**src/rtl/spi_slave_if_pkg.sv**
```systemverilog
`default_nettype none
// ---------------------------------------------------------------------------
// spi_slave_if_pkg : FSM encoding and status bit indices for spi_slave_if
// Revision 1.0
// ---------------------------------------------------------------------------
package spi_slave_if_pkg;

  typedef enum logic [1:0] {
    IDLE  = 2'd0,
    LOAD  = 2'd1,
    SHIFT = 2'd2
  } spi_state_e;

  localparam int unsigned STATUS_W = 3;
  localparam int unsigned ST_OVR   = 0;
  localparam int unsigned ST_UND   = 1;
  localparam int unsigned ST_FRM   = 2;

  // Sticky update: a set event wins over a simultaneous clear.
  function automatic logic [STATUS_W-1:0] status_next(input logic [STATUS_W-1:0] cur,
                                                      input logic                clr,
                                                      input logic [STATUS_W-1:0] set);
    return (clr ? '0 : cur) | set;
  endfunction

endpackage
`default_nettype wire

```
**src/rtl/spi_slave_fifo.sv**
```systemverilog
`default_nettype none
// ---------------------------------------------------------------------------
// spi_slave_fifo : synchronous RX FIFO, combinational head read
// Revision 1.0
// ---------------------------------------------------------------------------
module spi_slave_fifo #(
  parameter int unsigned DATA_W     = 8,
  parameter int unsigned FIFO_DEPTH = 4
) (
  input  logic              clk,
  input  logic              rst,
  input  logic              push_i,
  input  logic [DATA_W-1:0] wdata_i,
  input  logic              pop_i,
  output logic [DATA_W-1:0] rdata_o,
  output logic              full_o,
  output logic              empty_o
);

  localparam int unsigned     PTR_W    = $clog2(FIFO_DEPTH);
  localparam int unsigned     CNT_W    = PTR_W + 1;
  localparam logic [CNT_W-1:0] FULL_CNT = CNT_W'(FIFO_DEPTH);

  logic [DATA_W-1:0] mem_q [FIFO_DEPTH];
  logic [PTR_W-1:0]  wr_ptr_q, rd_ptr_q;
  logic [CNT_W-1:0]  count_q, count_d;
  logic              do_push, do_pop;

  assign full_o  = (count_q == FULL_CNT);
  assign empty_o = (count_q == '0);
  assign do_pop  = pop_i & ~empty_o;
  // A pop in the same cycle frees the slot, so a push into a full FIFO still lands.
  assign do_push = push_i & (~full_o | do_pop);
  assign rdata_o = empty_o ? '0 : mem_q[rd_ptr_q];

  always_comb begin
    count_d = count_q;
    if (do_push && !do_pop) begin
      count_d = count_q + 1'b1;
    end else if (do_pop && !do_push) begin
      count_d = count_q - 1'b1;
    end
  end

  always_ff @(posedge clk) begin
    if (rst) begin
      wr_ptr_q <= '0;
      rd_ptr_q <= '0;
      count_q  <= '0;
    end else begin
      if (do_push) wr_ptr_q <= wr_ptr_q + 1'b1;
      if (do_pop)  rd_ptr_q <= rd_ptr_q + 1'b1;
      count_q <= count_d;
    end
  end

  always_ff @(posedge clk) begin
    if (do_push) mem_q[wr_ptr_q] <= wdata_i;
  end

endmodule
`default_nettype wire

```
**src/rtl/spi_slave_if.sv**
```systemverilog
`default_nettype none
// ---------------------------------------------------------------------------
// spi_slave_if : SPI mode-0 target, RX FIFO + one-word TX hold. Optional irq
// output with `define SPI_SLAVE_IRQ_EN.                         Revision 1.0
// ---------------------------------------------------------------------------
module spi_slave_if
  import spi_slave_if_pkg::*;
#(
  parameter int unsigned      DATA_W     = 8,
  parameter int unsigned      FIFO_DEPTH = 4,
  parameter logic [DATA_W-1:0] IDLE_TX   = DATA_W'(8'hFF)
) (
  input  logic                clk,
  input  logic                rst,
  input  logic                SPI_SCK,
  input  logic                SPI_MOSI,
  input  logic                SPI_nSS,
  output logic                SPI_MISO,
  output logic                SPI_MISO_OE,
  input  logic [DATA_W-1:0]   tx_data,
  input  logic                tx_wr,
  output logic                tx_ready,
  output logic [DATA_W-1:0]   rx_data,
  output logic                rx_valid,
  input  logic                rx_rd,
  output logic                busy,
  output logic [STATUS_W-1:0] status,
  input  logic                status_clr
`ifdef SPI_SLAVE_IRQ_EN
  ,
  output logic                irq
`endif
);

  localparam int unsigned      BC_W     = $clog2(DATA_W);
  localparam logic [BC_W-1:0]  LAST_BIT = BC_W'(DATA_W - 1);

  logic [2:0]          sck_sync_q, nss_sync_q;
  logic [1:0]          mosi_sync_q;
  logic                sck_rise, sck_fall, nss_fall, nss_s, mosi_s;

  spi_state_e          state_q, state_d;
  logic [BC_W-1:0]     bit_cnt_q, bit_cnt_d;
  logic [DATA_W-1:0]   rx_shift_q, rx_shift_d;
  logic [DATA_W-1:0]   tx_shift_q, tx_shift_d;
  logic [DATA_W-1:0]   hold_q;
  logic                hold_full_q, hold_full_d;
  logic [STATUS_W-1:0] status_q, status_set;
  logic                push, reload, frm_set, tx_accept;
  logic                fifo_full, fifo_empty;

  // Bit 1 of each synchroniser is the settled value, bit 2 its previous sample.
  assign sck_rise = sck_sync_q[1] & ~sck_sync_q[2];
  assign sck_fall = ~sck_sync_q[1] & sck_sync_q[2];
  assign nss_s    = nss_sync_q[1];
  assign nss_fall = ~nss_sync_q[1] & nss_sync_q[2];
  assign mosi_s   = mosi_sync_q[1];

  assign tx_accept = tx_wr & ~hold_full_q;

  always_comb begin
    state_d    = state_q;
    bit_cnt_d  = bit_cnt_q;
    rx_shift_d = rx_shift_q;
    tx_shift_d = tx_shift_q;
    push       = 1'b0;
    reload     = 1'b0;
    frm_set    = 1'b0;
    unique case (state_q)
      IDLE: begin
        if (nss_fall) state_d = LOAD;
      end
      LOAD: begin
        reload    = 1'b1;
        bit_cnt_d = '0;
        state_d   = SHIFT;
      end
      SHIFT: begin
        if (nss_s) begin
          frm_set   = (bit_cnt_q != '0);
          bit_cnt_d = '0;
          state_d   = IDLE;
        end else if (sck_rise) begin
          rx_shift_d = {rx_shift_q[DATA_W-2:0], mosi_s};
          if (bit_cnt_q == LAST_BIT) begin
            push      = 1'b1;
            reload    = 1'b1;
            bit_cnt_d = '0;
          end else begin
            bit_cnt_d = bit_cnt_q + 1'b1;
          end
        end else if (sck_fall && bit_cnt_q != '0) begin
          // The fall after a word's last rise already shows the reloaded MSB.
          tx_shift_d = {tx_shift_q[DATA_W-2:0], 1'b0};
        end
      end
      default: state_d = IDLE;
    endcase
    if (reload) tx_shift_d = hold_full_q ? hold_q : IDLE_TX;

    hold_full_d = hold_full_q;
    if (tx_accept)   hold_full_d = 1'b1;
    else if (reload) hold_full_d = 1'b0;

    status_set         = '0;
    status_set[ST_OVR] = push & fifo_full & ~rx_rd;
    status_set[ST_UND] = reload & ~hold_full_q;
    status_set[ST_FRM] = frm_set;
  end

  always_ff @(posedge clk) begin
    if (rst) begin
      sck_sync_q  <= '0;
      nss_sync_q  <= '0;
      mosi_sync_q <= '0;
      state_q     <= IDLE;
      bit_cnt_q   <= '0;
      rx_shift_q  <= '0;
      tx_shift_q  <= '0;
      hold_q      <= '0;
      hold_full_q <= 1'b0;
      status_q    <= '0;
    end else begin
      sck_sync_q  <= {sck_sync_q[1:0], SPI_SCK};
      nss_sync_q  <= {nss_sync_q[1:0], SPI_nSS};
      mosi_sync_q <= {mosi_sync_q[0], SPI_MOSI};
      state_q     <= state_d;
      bit_cnt_q   <= bit_cnt_d;
      rx_shift_q  <= rx_shift_d;
      tx_shift_q  <= tx_shift_d;
      hold_full_q <= hold_full_d;
      if (tx_accept) hold_q <= tx_data;
      status_q    <= status_next(status_q, status_clr, status_set);
    end
  end

  spi_slave_fifo #(
    .DATA_W     (DATA_W),
    .FIFO_DEPTH (FIFO_DEPTH)
  ) u_rx_fifo (
    .clk     (clk),
    .rst     (rst),
    .push_i  (push),
    .wdata_i (rx_shift_d),
    .pop_i   (rx_rd),
    .rdata_o (rx_data),
    .full_o  (fifo_full),
    .empty_o (fifo_empty)
  );

  assign SPI_MISO    = (state_q != IDLE) ? tx_shift_q[DATA_W-1] : 1'b0;
  assign SPI_MISO_OE = (state_q != IDLE) & ~nss_s;
  assign tx_ready    = ~hold_full_q;
  assign rx_valid    = ~fifo_empty;
  assign busy        = (state_q == SHIFT);
  assign status      = status_q;

`ifdef SPI_SLAVE_IRQ_EN
  logic irq_q;
  always_ff @(posedge clk) begin
    if (rst) irq_q <= 1'b0;
    else     irq_q <= rx_valid | (|status_q);
  end
  assign irq = irq_q;
`else
  // No interrupt line: software polls rx_valid and status.
`endif

endmodule
`default_nettype wire

```
**config.mk**
```make
export PLATFORM = sky130hd
export DESIGN_NAME = spi_slave_if
export DESIGN_NICKNAME = d
export VERILOG_FILES = /design/src/rtl/spi_slave_if_pkg.sv /design/src/rtl/spi_slave_fifo.sv /design/src/rtl/spi_slave_if.sv
export SDC_FILE = /design/constraint.sdc
export NUM_CORES = 1
export LEC_CHECK = 0
export BUFFER_PORTS_ARGS = -buffer_cell sky130_fd_sc_hd__buf_4
export CORE_ASPECT_RATIO = 1.1
export CORE_UTILIZATION = 40
export CTS_CLUSTER_SIZE = 8
export DETAILED_ROUTE_END_ITERATION = 6
export PLACE_DENSITY = 0.62
export SKIP_CTS_REPAIR_TIMING = 1
export SLEW_MARGIN = 30
export SYNTH_ARGS = -nofsm -noshare
export SYNTH_HDL_FRONTEND = slang
export SYNTH_HIERARCHICAL = 1
export SYNTH_SLANG_ARGS = --single-unit
```
**constraint.sdc**
```tcl
create_clock -name clk -period 4 [get_ports clk]
set_clock_uncertainty 0.15 [all_clocks]
set_input_delay 0.8 -clock clk [delete_from_list [all_inputs] [get_ports clk]]
set_output_delay 0.8 -clock clk [all_outputs]
set_load 0.1 [all_outputs]
```
==> flow_summary.toml, run 1 <==
[status]
status = "complete, no violations"

[clock_network]
clockBufferDepth = 2
cts_max_level = 3
cts_tree = "built"
clkTransAtPathRegs_ps = 90
cts.sinks = 82
cts-buffers-inserted = 9
worstSkewPairLatency_ps = 360
root_buffer = "clkbuf_8"

[timing]
slew_headroom_pct = 58.97
period_minus_slack_ps = 2971
drv_slew = 0
tightest_slew_ps = 614.2
rsz0062_at_grt = "false"
hold-worst-slack_ps = 292.8
setup-tns-final_ps = 0
finalHoldViolCount = 0
fmax_mhz = 336.5
setup-violations-final = 0
setup_ws_ps = 1029
period_share_pct = 74.29

[setup_path]
r2r-start = "state_q[0]"
reg2reg_to = "u_rx_fifo/count_q[2]"
max_stage_delay_ps = 390
worstSetupEndpoint = "u_rx_fifo/count_q[2]"
worstPathArrival_ps = 3110
cpLargestDelayFamily = "simple AND/OR/NAND/NOR gates"
critPathMaxFanout = 12
r2r_setup_slack_ps = 1030
cpMaxStageDelayCell = "and4bb_4"
worstRegToRegCells = 11
crit_buf_inv = 2
cp.depth = 11
cp-end-kind = "flop"
crit_path_start_kind = "flop"
critPathRequiredTime_ps = 4140
cp-startpoint = "state_q[0]"
cp_cell_sequence = "inv_1, ha_1, and4bb_4, and2_1, a21boi_4, ha_1, inv_1, fa_1, xor2_1, or3_1, a21oi_1"
crit_type = "reg2reg"

[flow_run]
cap_violations = 0

[die]
ioPinCount = 32
initial_core_util_pct = 42.14
die-width_microns = 89.75
placementRows = 34
coreArea_sq_mm = 0.008040
die-area_sq_mm = 0.008843
die_h_microns = 98.53

[place]
finalWeightedCongestion = 0.6813
preCtsSetupSlack_ps = 1048
io_buffer_count = 31
post-dp-hpwl_microns = 3652

[detailed_routing]
wl_per_cell_microns = 13.27
drtIter0Drc = 60
vias = 2018
drt_pass1_iterations = 4
vias_per_cell = 4.851
drc = 0
drt-total-wl_microns = 5521
ant_nets = 0

[synth]
ys_ff_latch = 82
netlist_area_sq_mm = 0.003388
ys_warn_count = 6
yosysUniqueCellTypes = 36
syn_avg_cell_area_sq_um = 12.46
synthCells = 272
ys_seq_area_share_pct = 57.90
syn-num-nets = 300

[power_and_ir_drop]
seqPwrFrac_pct = 47.5
pwr-share-clk_pct = 27.0
ir_drop_v = 0.0001823
switching_share_pct = 36.42
p_int_mw = 1.270
switchingPower_uw = 727.5
leakage_nw = 1.483
combPwrFrac_pct = 25.5
finalPower_mw = 1.998
powerDensity_mw_per_mm2 = 516.5

[finish]
final_common_cell = "dfxtp_1"
fillers = 755
fin_nets = 331
antennaDiodeCount = 0
final_cell_mix = "50 x dfxtp_1, 32 x buf_4, 32 x edfxtp_1, 28 x nor2b_1, 22 x nand2_1"
areaGrowthSynthToFinish_pct = 14.14
final_layout_size_suffix_gt1_share_pct = 23.38

[global_routing]
grt_overflow = 0
grt_pass1_wl_microns = 9742
grt_max_degree = 52
grt_use_total_pct = 14.28
antenna_found_initial = 0
grt_pass1_vias = 2047

[worst_hold_path]
hold_path.class = "reg2reg"
routing by layer:
metal | GRT usage (%) | part of all wire [%] | up-vias
met5 | 0 | 0 | -
met4 | 7.188 | 1.5 | 0
met3 | 4.244 | 3.2 | 7
met2 | 23.20 | 48 | 30
met1 | 17.34 | 48 | 962
li1 | - | - | 1019
logic make-up after synthesis:
group	count (synthesis)	synth area share (%)
muxes	27	11.37
AOI/OAI and AO/OA	34	7.348
adders and majority gates	12	4.653
xor gates and xnor gates	3	0.7756
and+or+nand+nor	91	14.62
buffers and inverters	23	3.323
DFF	82	57.90
cells in the mapped netlist:
cell	count	area share, %
xor2_1	3	0.78
nor3b_4	1	0.55
clkbuf_2	1	0.15
a2bb2oi_2	1	0.44
ha_1	11	4.1
nand3b_1	1	0.22
clkbuf_1	6	0.66
and2_1	6	1.1
o21ai_0	3	0.44
inv_1	10	1.1
or4_1	1	0.22
edfxtp_1	32	28
nand2b_1	5	0.92
a21oi_1	15	2.2
mux2i_1	10	3.0
nor2_1	14	1.6
fa_1	1	0.59
a211oi_1	8	1.8
nand2_1	22	2.4
a21boi_4	1	0.55
nand4b_1	1	0.26
inv_2	1	0.11
buf_2	2	0.30
a31oi_4	1	0.63
and4bb_4	1	0.48
buf_6	3	1.0
mux2_4	1	0.44
a32oi_1	3	0.78
nor2b_1	28	5.2
mux2_2	8	2.7
nor3_1	9	1.3
or3_1	2	0.37
mux4_2	8	5.3
o21ai_1	1	0.15
dfxtp_1	50	30
o31ai_2	1	0.37
power by group through the flow:
stage | Clock (mW) | Sequential, mW | Combinational [mW]
after global routing | 0.604 | 0.959 | 0.551
after detailed placement | 0 | 0.971 | 0.515
after global placement | 0 | 0.970 | 0.513
after floorplan | 0 | 0.942 | 0.440
final | 0.540 | 0.948 | 0.509
after CTS | 0.558 | 0.951 | 0.516
worst register-to-register path, cell delays in order (launching register included):
cell and delay (ps):
dfxtp_1 330, inv_1 80, ha_1 260, and4bb_4 400, and2_1 180, a21boi_4 260
ha_1 220, inv_1 60, fa_1 370, xor2_1 160, or3_1 310, a21oi_1 140
flip-flops by register name, indices dropped and copies added (netlist names), named ones only:
name and flops:
u_rx_fifo/count_q 3, status 3, state_q 2, rx_shift_q 8, bit_cnt_q 3, sck_sync_q 3
u_rx_fifo/rd_ptr_q 2, tx_shift_q 8, hold_full_q 1, nss_sync_q 3, hold_q 8, u_rx_fifo/wr_ptr_q 2
mosi_sync_q 2, u_rx_fifo/mem_q 32
how the worst min path moves through the flow:
| stage | start | endpoint | slack [ps] | cells after the start |
|---|---|---|---|---|
| after floorplan | mosi_sync_q[0] | mosi_sync_q[1] | 260 | 1 |
| after global routing | mosi_sync_q[0] | mosi_sync_q[1] | 310 | 1 |
| final | sck_sync_q[0] | sck_sync_q[1] | 290 | 1 |
| after detailed placement | sck_sync_q[0] | sck_sync_q[1] | 280 | 1 |
| after CTS | sck_sync_q[0] | sck_sync_q[1] | 300 | 1 |
| after global placement | mosi_sync_q[0] | mosi_sync_q[1] | 270 | 1 |
layout make-up:
type	instances	area, sq um	share of cell area, %
clock buffers	9	123.9	3.203
clock inverters	7	51.30	1.326
inverters	11	41.29	1.068
multi-input cells	167	1314	33.97
flip-flops and latches	82	1962	50.73
well taps	108	135.1	3.494
repair buffers	32	240.2	6.212
through the flow:
| step | instances | utilization (%) | instance area, sq um |
|---|---|---|---|
| floorplan | 272 | - | 3388 |
| global placement | 400 | 45.92 | 3692 |
| detailed placement | 400 | 45.92 | 3692 |
| CTS | 416 | 48.10 | 3867 |
| global route | 416 | 48.10 | 3867 |
| finish | 416 | 48.10 | 3867 |
(Power assumes the default switching activity.)
==> inputs of run 2 (changes only) <==
==> constraint.sdc (replaced) <==
create_clock -name clk -period 2.9 [get_ports clk]
set_clock_uncertainty 0.15 [all_clocks]
set_input_delay 0.58 -clock clk [delete_from_list [all_inputs] [get_ports clk]]
set_output_delay 0.58 -clock clk [all_outputs]
set_load 0.1 [all_outputs]
==> flow_summary.toml, run 2 (synthesis results as in run 1) <==
[global_routing]
grt_use_total_pct = 13.52
grt_overflow = 0
antenna_found_initial = 0
grt_pass1_wl_microns = 9363
grt_pass1_vias = 1983
grt_max_degree = 52

[power_and_ir_drop]
leakage_nw = 1.536
p_int_mw = 1.948
powerDensity_mw_per_mm2 = 748.6
combPwrFrac_pct = 25.0
ir_drop_v = 0.0003629
switchingPower_mw = 1.017
pwr-share-clk_pct = 31.7
seqPwrFrac_pct = 43.3
switching_share_pct = 34.31

[place]
post-dp-hpwl_microns = 3604
placedInstanceArea_sq_mm = 0.003727
finalWeightedCongestion = 0.7583
dp_cells = 402
io_buffer_count = 31

[detailed_routing]
drt-total-wl_microns = 5526
wl_per_cell_microns = 13.22
ant_nets = 0
drt_pass1_iterations = 4
vias = 2029
drc = 0
vias_per_cell = 4.854
drtIter0Drc = 72

[clock_network]
worstSkewPairLatency_ps = 340
clockBufferDepth = 2
clkTransAtPathRegs_ps = 90
cts_max_level = 3
root_buffer = "clkbuf_8"
cts_tree = "built"
cts.sinks = 82
cts-buffers-inserted = 9

[die]
die-width_microns = 89.75
initial_core_util_pct = 42.14
ioPinCount = 32
coreArea_sq_mm = 0.008040
die_h_microns = 98.53
die-area_sq_mm = 0.008843
placementRows = 34

[finish]
areaGrowthSynthToFinish_pct = 16.88
fillers = 705
final_layout_size_suffix_gt1_share_pct = 25.48
multi_input_area_sq_mm = 0.001334
largest_reg_flops = 32
fin_nets = 333
seqCellArea_sq_mm = 0.001962
largest_register = "u_rx_fifo/mem_q"
final_cell_mix = "50 x dfxtp_1, 34 x buf_4, 32 x edfxtp_1, 28 x nor2b_1, 22 x nand2_1"
antennaDiodeCount = 0
final_cells = 418
postLayoutCellArea_sq_mm = 0.003960
final_common_cell = "dfxtp_1"

[timing]
drv_slew = 0
hold-worst-slack_ps = 288.6
period_minus_slack_ps = 2690
tightest_slew_ps = 612.3
period_share_pct = 92.75
rsz0062_at_grt = "false"
finalHoldViolCount = 0
setup-violations-final = 0
slew_headroom_pct = 59.09
fmax_mhz = 371.8

[setup_path]
cp-startpoint = "state_q[1]"
crit_type = "reg2reg"
cp-end-kind = "flop"
crit_path_start_kind = "flop"
r2r-start = "state_q[1]"
r2r_setup_slack_ps = 210
critPathRequiredTime_ps = 3030
worstPathArrival_ps = 2820
critPathMaxFanout = 12

[status]
status = "complete, no violations"

[worst_hold_path]
min-delay-start = "SPI_nSS"
hold_path.class = "in2reg"

[flow_run]
cap_violations = 0
[run 2: metal layers]
layer | up-vias | routed length [microns] | GRT usage [%]
met5 | - | 0 | 0
li1 | 1028 | - | -
met4 | 0 | 57 | 5.170
met1 | 963 | 2655 | 17.02
met3 | 6 | 173 | 4.012
met2 | 32 | 2640 | 22.01
[run 2: critical path, cell delays in order, from the launching register on]
cell      delay [ps]
dfxtp_1          410
ha_4             180
and4bb_4         370
and2_4           180
a21boi_4         170
ha_2             200
inv_1             60
fa_2             330
xor2_1           150
or3_1            300
a21oi_1          120
[run 2: final timing paths]
path | end | cells after the start
worst max-delay path | u_rx_fifo/count_q[2] | 10
worst max register to register | u_rx_fifo/count_q[2] | 10
worst min register to register | mosi_sync_q[1] | 1
worst min-delay path | nss_sync_q[0] | 2
[run 2: per-stage QoR]
stage                     setup TNS, ps  setup slack [ps]  utilization, %  power (mW)
after CTS                             0             199.2           49.25       3.013
after floorplan                  -2.729            -2.729               -       1.902
final                                 0             210.2           49.25       2.965
after global placement                0             281.5           46.36       2.048
after global routing                  0             41.44           49.25       3.100
after detailed placement              0             239.4           46.36       2.066
[run 2: power by group through the flow]
| stage | registers, mW | logic, mW | clock network (mW) |
|---|---|---|---|
| 2_1_floorplan | 1.30 | 0.602 | 0 |
| 3_3_place_gp | 1.31 | 0.738 | 0 |
| 3_5_place_dp | 1.31 | 0.754 | 0 |
| 4_1_cts | 1.29 | 0.758 | 0.970 |
| 5_1_grt | 1.29 | 0.794 | 1.02 |
| 6_report | 1.28 | 0.742 | 0.939 |
[run 2: cell type report]
| cell class | instances | share of cell area (%) |
|---|---|---|
| multi-input cells | 167 | 33.68 |
| flip-flops and latches | 82 | 49.54 |
| repair buffers | 34 | 6.445 |
| inverters | 11 | 1.043 |
| well taps | 108 | 3.412 |
| clock inverters | 7 | 2.749 |
| clock buffers | 9 | 3.128 |
